**config.mk**
```make
export PLATFORM = sky130hd
export DESIGN_NAME = jedro_1_ifu_prefetch
export DESIGN_NICKNAME = d
export VERILOG_FILES = /design/src/rtl/jedro_1_ifu_prefetch.sv
export SDC_FILE = /design/constraint.sdc
export NUM_CORES = 1
export LEC_CHECK = 0
export ABC_CLOCK_PERIOD_IN_PS = 12000
export CAP_MARGIN = 40
export CELL_PAD_IN_SITES_DETAIL_PLACEMENT = 2
export CELL_PAD_IN_SITES_GLOBAL_PLACEMENT = 2
export CORE_MARGIN = 3
export CORE_UTILIZATION = 43
export CTS_CLUSTER_SIZE = 25
export DETAILED_ROUTE_END_ITERATION = 6
export PLACE_DENSITY = 0.85
export SETUP_SLACK_MARGIN = 0.1
export SYNTH_ARGS = -nofsm -noshare
export SYNTH_HDL_FRONTEND = slang
export SYNTH_SLANG_ARGS = --single-unit
```
**constraint.sdc**
```tcl
create_clock -name clk -period 12 [get_ports clk]
set_input_delay 3.6 -clock clk [delete_from_list [all_inputs] [get_ports clk]]
set_output_delay 3.6 -clock clk [all_outputs]
set_load 0.02 [all_outputs]
```
**src/rtl/jedro_1_ifu_prefetch.sv**
```systemverilog
// jedro_1_ifu_prefetch
//
// Instruction fetch unit with a prefetch FIFO. It issues in-order word fetches
// on a req/gnt/rvalid memory port, buffers up to FIFO_DEPTH {addr, data} pairs,
// and presents the oldest one to decode. A jump flushes the buffer, redirects
// both the fetch PC and the response PC, and marks every request still in
// flight as stale, so its response is dropped when it arrives.
//
// Ports:
//   clk, rst        clock; synchronous active-high reset
//   jmp_instr_i     one-cycle redirect pulse; wins over every other event
//   jmp_addr_i      redirect target; bits [1:0] are ignored
//   instr_o         instruction at the FIFO head (0 when the FIFO is empty)
//   instr_addr_o    address of instr_o (0 when the FIFO is empty)
//   instr_valid_o   FIFO head valid
//   instr_ready_i   decode accepts the head
//   mem_req_o       fetch request, driven from registered state only
//   mem_addr_o      fetch address (the fetch PC)
//   mem_gnt_i       request accepted this cycle
//   mem_rvalid_i    response valid; never back-pressured
//   mem_rdata_i     response data
//
// Handshakes: the decode side transfers on instr_valid_o & instr_ready_i; once
// raised, instr_valid_o and the head contents hold until the transfer or a
// jump. The memory side transfers a request on mem_req_o & mem_gnt_i, and
// mem_addr_o holds until that grant unless a jump abandons the request.

module jedro_1_ifu_prefetch #(
    parameter int unsigned           DATA_WIDTH = 32,
    parameter int unsigned           ADDR_WIDTH = 32,
    parameter int unsigned           FIFO_DEPTH = 4,
    parameter logic [ADDR_WIDTH-1:0] BOOT_ADDR  = '0
) (
    input  logic                  clk,
    input  logic                  rst,
    input  logic                  jmp_instr_i,
    input  logic [ADDR_WIDTH-1:0] jmp_addr_i,
    output logic [DATA_WIDTH-1:0] instr_o,
    output logic [ADDR_WIDTH-1:0] instr_addr_o,
    output logic                  instr_valid_o,
    input  logic                  instr_ready_i,
    output logic                  mem_req_o,
    output logic [ADDR_WIDTH-1:0] mem_addr_o,
    input  logic                  mem_gnt_i,
    input  logic                  mem_rvalid_i,
    input  logic [DATA_WIDTH-1:0] mem_rdata_i
);

    localparam int unsigned CW = $clog2(FIFO_DEPTH + 1);
    localparam int unsigned PW = $clog2(FIFO_DEPTH);
    localparam int unsigned SW = CW + 1;
    localparam logic [SW-1:0]         DEPTH_S = SW'(FIFO_DEPTH);
    localparam logic [ADDR_WIDTH-1:0] WORD    = ADDR_WIDTH'(4);

    logic                  run;
    logic [ADDR_WIDTH-1:0] fetch_pc;
    logic [ADDR_WIDTH-1:0] resp_pc;
    logic [CW-1:0]         count;
    logic [CW-1:0]         outst;
    logic [CW-1:0]         disc;
    logic [PW-1:0]         wr_ptr;
    logic [PW-1:0]         rd_ptr;
    logic [ADDR_WIDTH-1:0] addr_mem [FIFO_DEPTH];
    logic [DATA_WIDTH-1:0] data_mem [FIFO_DEPTH];

    logic [ADDR_WIDTH-1:0] jmp_tgt;
    logic                  grant;
    logic                  push;
    logic                  pop;
    logic [CW-1:0]         in_flight_next;

    assign jmp_tgt = jmp_addr_i & ~ADDR_WIDTH'(3);

    // Credit rule: a request is only issued if its response is guaranteed a
    // free FIFO slot. run keeps the port quiet during reset and the first
    // cycle after it.
    assign mem_req_o  = run & (({1'b0, count} + {1'b0, outst}) < DEPTH_S);
    assign mem_addr_o = fetch_pc;
    assign grant      = mem_req_o & mem_gnt_i;

    // Responses arriving while disc is non-zero belong to requests issued
    // before the latest jump; a response in the jump cycle itself is stale too.
    assign push = mem_rvalid_i & (disc == '0) & ~jmp_instr_i;
    assign pop  = instr_valid_o & instr_ready_i & ~jmp_instr_i;

    assign in_flight_next = outst + CW'(grant) - CW'(mem_rvalid_i);

    assign instr_valid_o = (count != '0);
    assign instr_o       = instr_valid_o ? data_mem[rd_ptr] : '0;
    assign instr_addr_o  = instr_valid_o ? addr_mem[rd_ptr] : '0;

    always_ff @(posedge clk) begin
        if (push) begin
            addr_mem[wr_ptr] <= resp_pc;
            data_mem[wr_ptr] <= mem_rdata_i;
        end
    end

    always_ff @(posedge clk) begin
        if (rst) begin
            run      <= 1'b0;
            fetch_pc <= BOOT_ADDR;
            resp_pc  <= BOOT_ADDR;
            count    <= '0;
            outst    <= '0;
            disc     <= '0;
            wr_ptr   <= '0;
            rd_ptr   <= '0;
        end else begin
            run   <= 1'b1;
            outst <= in_flight_next;
            if (jmp_instr_i) begin
                fetch_pc <= jmp_tgt;
                resp_pc  <= jmp_tgt;
                count    <= '0;
                wr_ptr   <= '0;
                rd_ptr   <= '0;
                // Everything still outstanding after this cycle is stale.
                disc     <= in_flight_next;
            end else begin
                if (grant) begin
                    fetch_pc <= fetch_pc + WORD;
                end
                if (push) begin
                    wr_ptr  <= wr_ptr + PW'(1);
                    resp_pc <= resp_pc + WORD;
                end
                if (mem_rvalid_i && (disc != '0)) begin
                    disc <= disc - CW'(1);
                end
                if (pop) begin
                    rd_ptr <= rd_ptr + PW'(1);
                end
                count <= count + CW'(push) - CW'(pop);
            end
        end
    end

endmodule

```
==> results.ini, run 1 <==
[sta]
post-route-min-period_ps = 6920
layout_setup_ws_ps = 5080
period_share_pct = 57.7
slew_viol_final = 0
rsz0062_at_grt = no
setup_viol = 0
fin_tns_setup_ps = 0
slew_headroom_pct = 44.4
finalHoldViolations = 0
skew_ps = 7.28
max_freq_ghz = 0.145
worst_pin_slew_ps = 831

[cells_and_area]
fillers = 2877
nNetsFinal = 1189
n_antenna_cell = 0
drive_above_1_share_pct = 14.0
syn_to_final_growth_pct = 24.3

[job]
drv_cap = 0

[worst_setup_path]
cp_slowest_cell = dfxtp_4
cp_cell_sequence = buf_4, mux4_2, and2_1, clkdlybuf4s50_1
cp-end-kind = output port
crit_fanout = 35
worstSetupPathType = reg -> out
path_delay_family = buffers and inverters
critPathRequiredTime_ps = 8400
critPathMaxStageDelay_ps = 730
path_buf_inv = 2
start_kind = flop
crit_arrival_ps = 3320

[power]
pwr-share-seq_pct = 47.9
p_int_uw = 2080
leakagePower_uw = 0.00554
switching_share_pct = 23.4
p_comb_share_pct = 9.5
p_per_area_nw_per_um2 = 158
p_switching_uw = 634
pwr-share-clk_pct = 42.5
vdd_ir_drop_max_mv = 0.101

[yosys]
ys_seq_area_share_pct = 64.9
synthFlopType = edfxtp_1
synth_most_common_cell = edfxtp_1
synth_seq_cells = 324
async_reset_ff_share_pct = 0
ys_warn_count = 0
ys_top_cells_by_area = edfxtp_1, dfxtp_1, mux4_2, and2_1, ha_1
yosysTopAreaCellShare_pct = 53.9
postSynthCellCount = 941
synthesis.area_sq_um = 13800
synth_cell_types = 61
syn_avg_cell_area_sq_um = 14.7
synth_largest_area_cell = edfxtp_1
synth_enable_flop_cells = 248
netlist_top_cells_count = edfxtp_1, dfxtp_1, and2_1

[detailed_routing]
drc = 0
vias = 8815
routed_via_density = 5.75
drtIter0Drc = 552
wl_per_cell_microns = 24.7
dr.pass1.iters = 5
wirelength_microns = 37800
postRouteAntennaNets = 0

[grt]
grt_max_degree = 79
grt_pass1_vias = 9794
grt-ovfl-total = 0
grt_pass1_wl_microns = 59200
track_usage_pct = 22.3
antenna_found_initial = 2

[clock_network]
cts_buffers = 37
cts_tree = done
clk_path_buf_depth = 3
postCtsSetupBuffers = 0
clk_latency_ps = 520
htree_levels = 2
cts_resized = 0
clk_pin_slew_ps = 60
holdBufCountCts = 0
root_buffer = clkbuf_16
cts.sinks = 324

[floorplanning]
dieWidth_microns = 185
rows = 65
coreArea_sq_um = 31600
initial_core_util_pct = 43.7
fp.dieH_microns = 185
dieArea_sq_um = 34300
io_pins = 168

[place]
portBuffers = 161
gp_congestion = 0.792
pre_cts_slack_ps = 5380
hpwlAfterDp_microns = 24700

[run_status]
outcome = finished, final reports clean

[worst_hold_path]
min_path_type = reg -> reg

==> worst min-delay path, cell delays in order, from the launching register on <==
cell	delay [ps]
dfxtp_1	320
xnor2_1	130
nor2_1	50
==> final timing paths <==
kind                                start     endpoint  slack [ps]  cells past startpoint
worst max-delay path                 flop  instr_o[31]        5080                      4
worst min-delay path            rd_ptr[1]         flop         540                      2
worst max register to register   count[2]      disc[2]        9040                     12
worst min register to register  rd_ptr[1]         flop         540                      2
==> metal layers <==
layer,vias to the layer above,track usage [%],share of wire (%)
met5,-,0,0.061
met1,4520,30.4,44
li1,4003,-,-
met4,4,4.47,1.6
met2,237,37.7,49
met3,51,4.30,5.7
==> registers in the layout, indices dropped and copies added, names as in the netlist, named ones only <==
register and count:
count 3, data_mem 128, outst 3, rd_ptr 2
mem_addr_o 30, wr_ptr 2, disc 3, addr_mem 120
run 1, resp_pc 30
==> cell families after synthesis <==
group	synth area share (%)
muxes	10.3
xor gates and xnor gates	1.46
adders and majority gates	1.56
DFF	64.9
other	0.0271
AOI/OAI and AO/OA	6.49
and+or+nand+nor	12.9
buffers and inverters	2.36
==> layout by cell type, fill, tap and decap left out, drive strengths merged, types with 13 or more instances in the layout <==
cell type        n
a211oi          14
and2            72
and4            13
buf             19
clkbuf          47
clkdlybuf4s50  160
clkinv          14
dfxtp           76
edfxtp         248
ha              14
inv             20
mux4            62
nand2           38
nand3           24
nand4           18
nor2            38
nor3            26
nor4            26
o21ai           23
xnor2           19
==> metrics by stage <==
step,cell area [sq um],std cells,power (uW),hold slack [ps],utilization [%]
after floorplan,13800,944,1460,475,-
after global placement,15800,1459,1560,503,49.9
after detailed placement,15900,1466,1580,531,50.4
after CTS,17200,1534,2740,542,54.3
after global routing,17200,1534,2810,566,54.3
final,17200,1534,2710,535,54.3
==> power by group through the flow <==
stage                     clock [uW]  combinational, uW  sequential (uW)
after global placement             0                245             1320
after detailed placement           0                259             1320
final                           1150                258             1300
after CTS                       1180                263             1300
after floorplan                    0                142             1310
after global routing            1220                283             1310
==> cell type report <==
type	count	area, sq um	share of cell area, %
clock inverter	21	211	1.23
sequential	324	8970	52.2
multi-input combinational	541	4550	26.5
inverter	19	71.3	0.415
tap	402	503	2.93
timing repair buffer	180	1850	10.7
clock buffer	47	1040	6.03
Power figures use the tool's default switching activity.
==> inputs of run 2 (changes only) <==
- ABC_CLOCK_PERIOD_IN_PS: 12000 -> 6500
- CORE_UTILIZATION: 43 -> 40
- PLACE_DENSITY: 0.85 -> 0.8
- clock period: 12 -> 6.5 ns (I/O delays scaled with it)
==> results.ini, run 2 (synthesis results as in run 1) <==
[run_status]
outcome = finished, final reports clean

[sta]
fin_tns_setup_ps = 0
slew_headroom_pct = 43.6
max_freq_ghz = 0.195
skew_ps = 14.2
slew_viol_final = 0
holdWs_ps = 521
worst_pin_slew_ps = 844
post-route-min-period_ps = 5130
rsz0062_at_grt = no
layout_setup_ws_ps = 1370
period_share_pct = 79.0
setup_viol = 0
finalHoldViolations = 0

[floorplanning]
io_pins = 168
initial_core_util_pct = 40.9
fp.dieH_microns = 192
dieArea_sq_um = 36800
rows = 67
dieWidth_microns = 192
coreArea_sq_um = 33800

[cells_and_area]
n_antenna_cell = 0
largest_register_ffs = 128
final_cell_mix = edfxtp_1, clkdlybuf4s50_1, dfxtp_1
fin_cells = 1575
nNetsFinal = 1186
multi_input_area_sq_um = 4550
reg_top3 = data_mem x128, addr_mem x120
stdcell_area_sq_um = 17100
layout_commonest_cell = edfxtp_1
fillers = 3143
largest_register = data_mem
drive_above_1_share_pct = 12.9
seq_area_sq_um = 8970
syn_to_final_growth_pct = 23.4

[place]
gp_congestion = 0.794
hpwlAfterDp_microns = 26000
dp_cells = 1509
portBuffers = 161
placed_area_sq_um = 15900
pre_cts_slack_ps = 1500

[worst_hold_path]
holdPathStages = 2
worstHoldStart = rd_ptr[1]
min_path_type = reg -> reg

[clock_network]
clk_pin_slew_ps = 60
root_buffer = clkbuf_16
cts_buffers = 37
cts_tree = done
holdBufCountCts = 0
htree_levels = 2
cts.sinks = 324
cts_resized = 0
clk_latency_ps = 520
postCtsSetupBuffers = 0
clk_path_buf_depth = 3

[detailed_routing]
postRouteAntennaNets = 0
drtIter0Drc = 313
wl_per_cell_microns = 24.8
routed_via_density = 5.60
vias = 8815
dr.pass1.iters = 4
wirelength_microns = 39000
drc = 0

[grt]
grt_pass1_wl_microns = 60000
grt_max_degree = 63
grt_pass1_vias = 9682
track_usage_pct = 21.3
grt-ovfl-total = 0
antenna_found_initial = 1

[worst_setup_path]
critPathRequiredTime_ps = 4550
crit_fanout = 34
start_kind = flop
cp-end-kind = output port
crit_arrival_ps = 3180
worstSetupPathType = reg -> out
timing.rr.end = count[2]
r2r_setup_slack_ps = 3510
r2r-start = disc[0]
r2r_cells = 12

[job]
drv_cap = 0

[power]
leakagePower_uw = 0.00545
vdd_ir_drop_max_mv = 0.167
p_per_area_nw_per_um2 = 283

[run 2: cell types whose count changed in the layout (fill, tap and decap cells not counted), sizes merged]
cell / previous run / this run
buf: 19 / 17
bufinv: 4 / 1
clkdlybuf4s15: 1 / 0
clkinv: 14 / 16
clkinvlp: 2 / 0
inv: 20 / 21
[run 2: power by group]
| part | total (uW) | internal, uW | leakage [uW] | switching, uW |
|---|---|---|---|---|
| Combinational | 478 | 223 | 0.00201 | 255 |
| Sequential | 2400 | 2320 | 0.00289 | 79.8 |
| Clock | 1940 | 1110 | 0.000545 | 833 |
[run 2: layout make-up]
| type | count | area share, % |
|---|---|---|
| tap | 448 | 3.29 |
| inverter | 19 | 0.418 |
| timing repair buffer | 177 | 10.4 |
| clock buffer | 47 | 5.71 |
| clock inverter | 19 | 0.880 |
| multi-input combinational | 541 | 26.7 |
| sequential | 324 | 52.6 |
[run 2: worst max path at each step]
| stage | from | to | cells after the start |
|---|---|---|---|
| after floorplan | jmp_instr_i | addr_mem[0][10] | 5 |
| after global placement | mem_rvalid_i | count[2] | 11 |
| after detailed placement | mem_rvalid_i | count[2] | 11 |
| after CTS | flop | instr_addr_o[13] | 4 |
| after global routing | flop | instr_addr_o[13] | 4 |
| final | flop | instr_addr_o[13] | 4 |
[run 2: metrics by stage]
stage	total power [uW]	utilization, %
6_report	4820	50.5
5_1_grt	5010	50.5
4_1_cts	4880	50.5
3_5_place_dp	2930	47.2
3_3_place_gp	2890	47.0
2_1_floorplan	2690	-
[run 2: layer usage]
metal / part of all wire, % / global-route usage [%]
met1: 44 / 28.5
met2: 49 / 36.6
met3: 5.0 / 3.98
met4: 1.6 / 4.35
met5: 0.026 / 0
[run 2: critical path, stage by stage (launching register included)]
cell,delay [ps]
dfxtp_4,830
buf_4,450
mux4_2,580
and2_1,180
clkdlybuf4s50_1,580
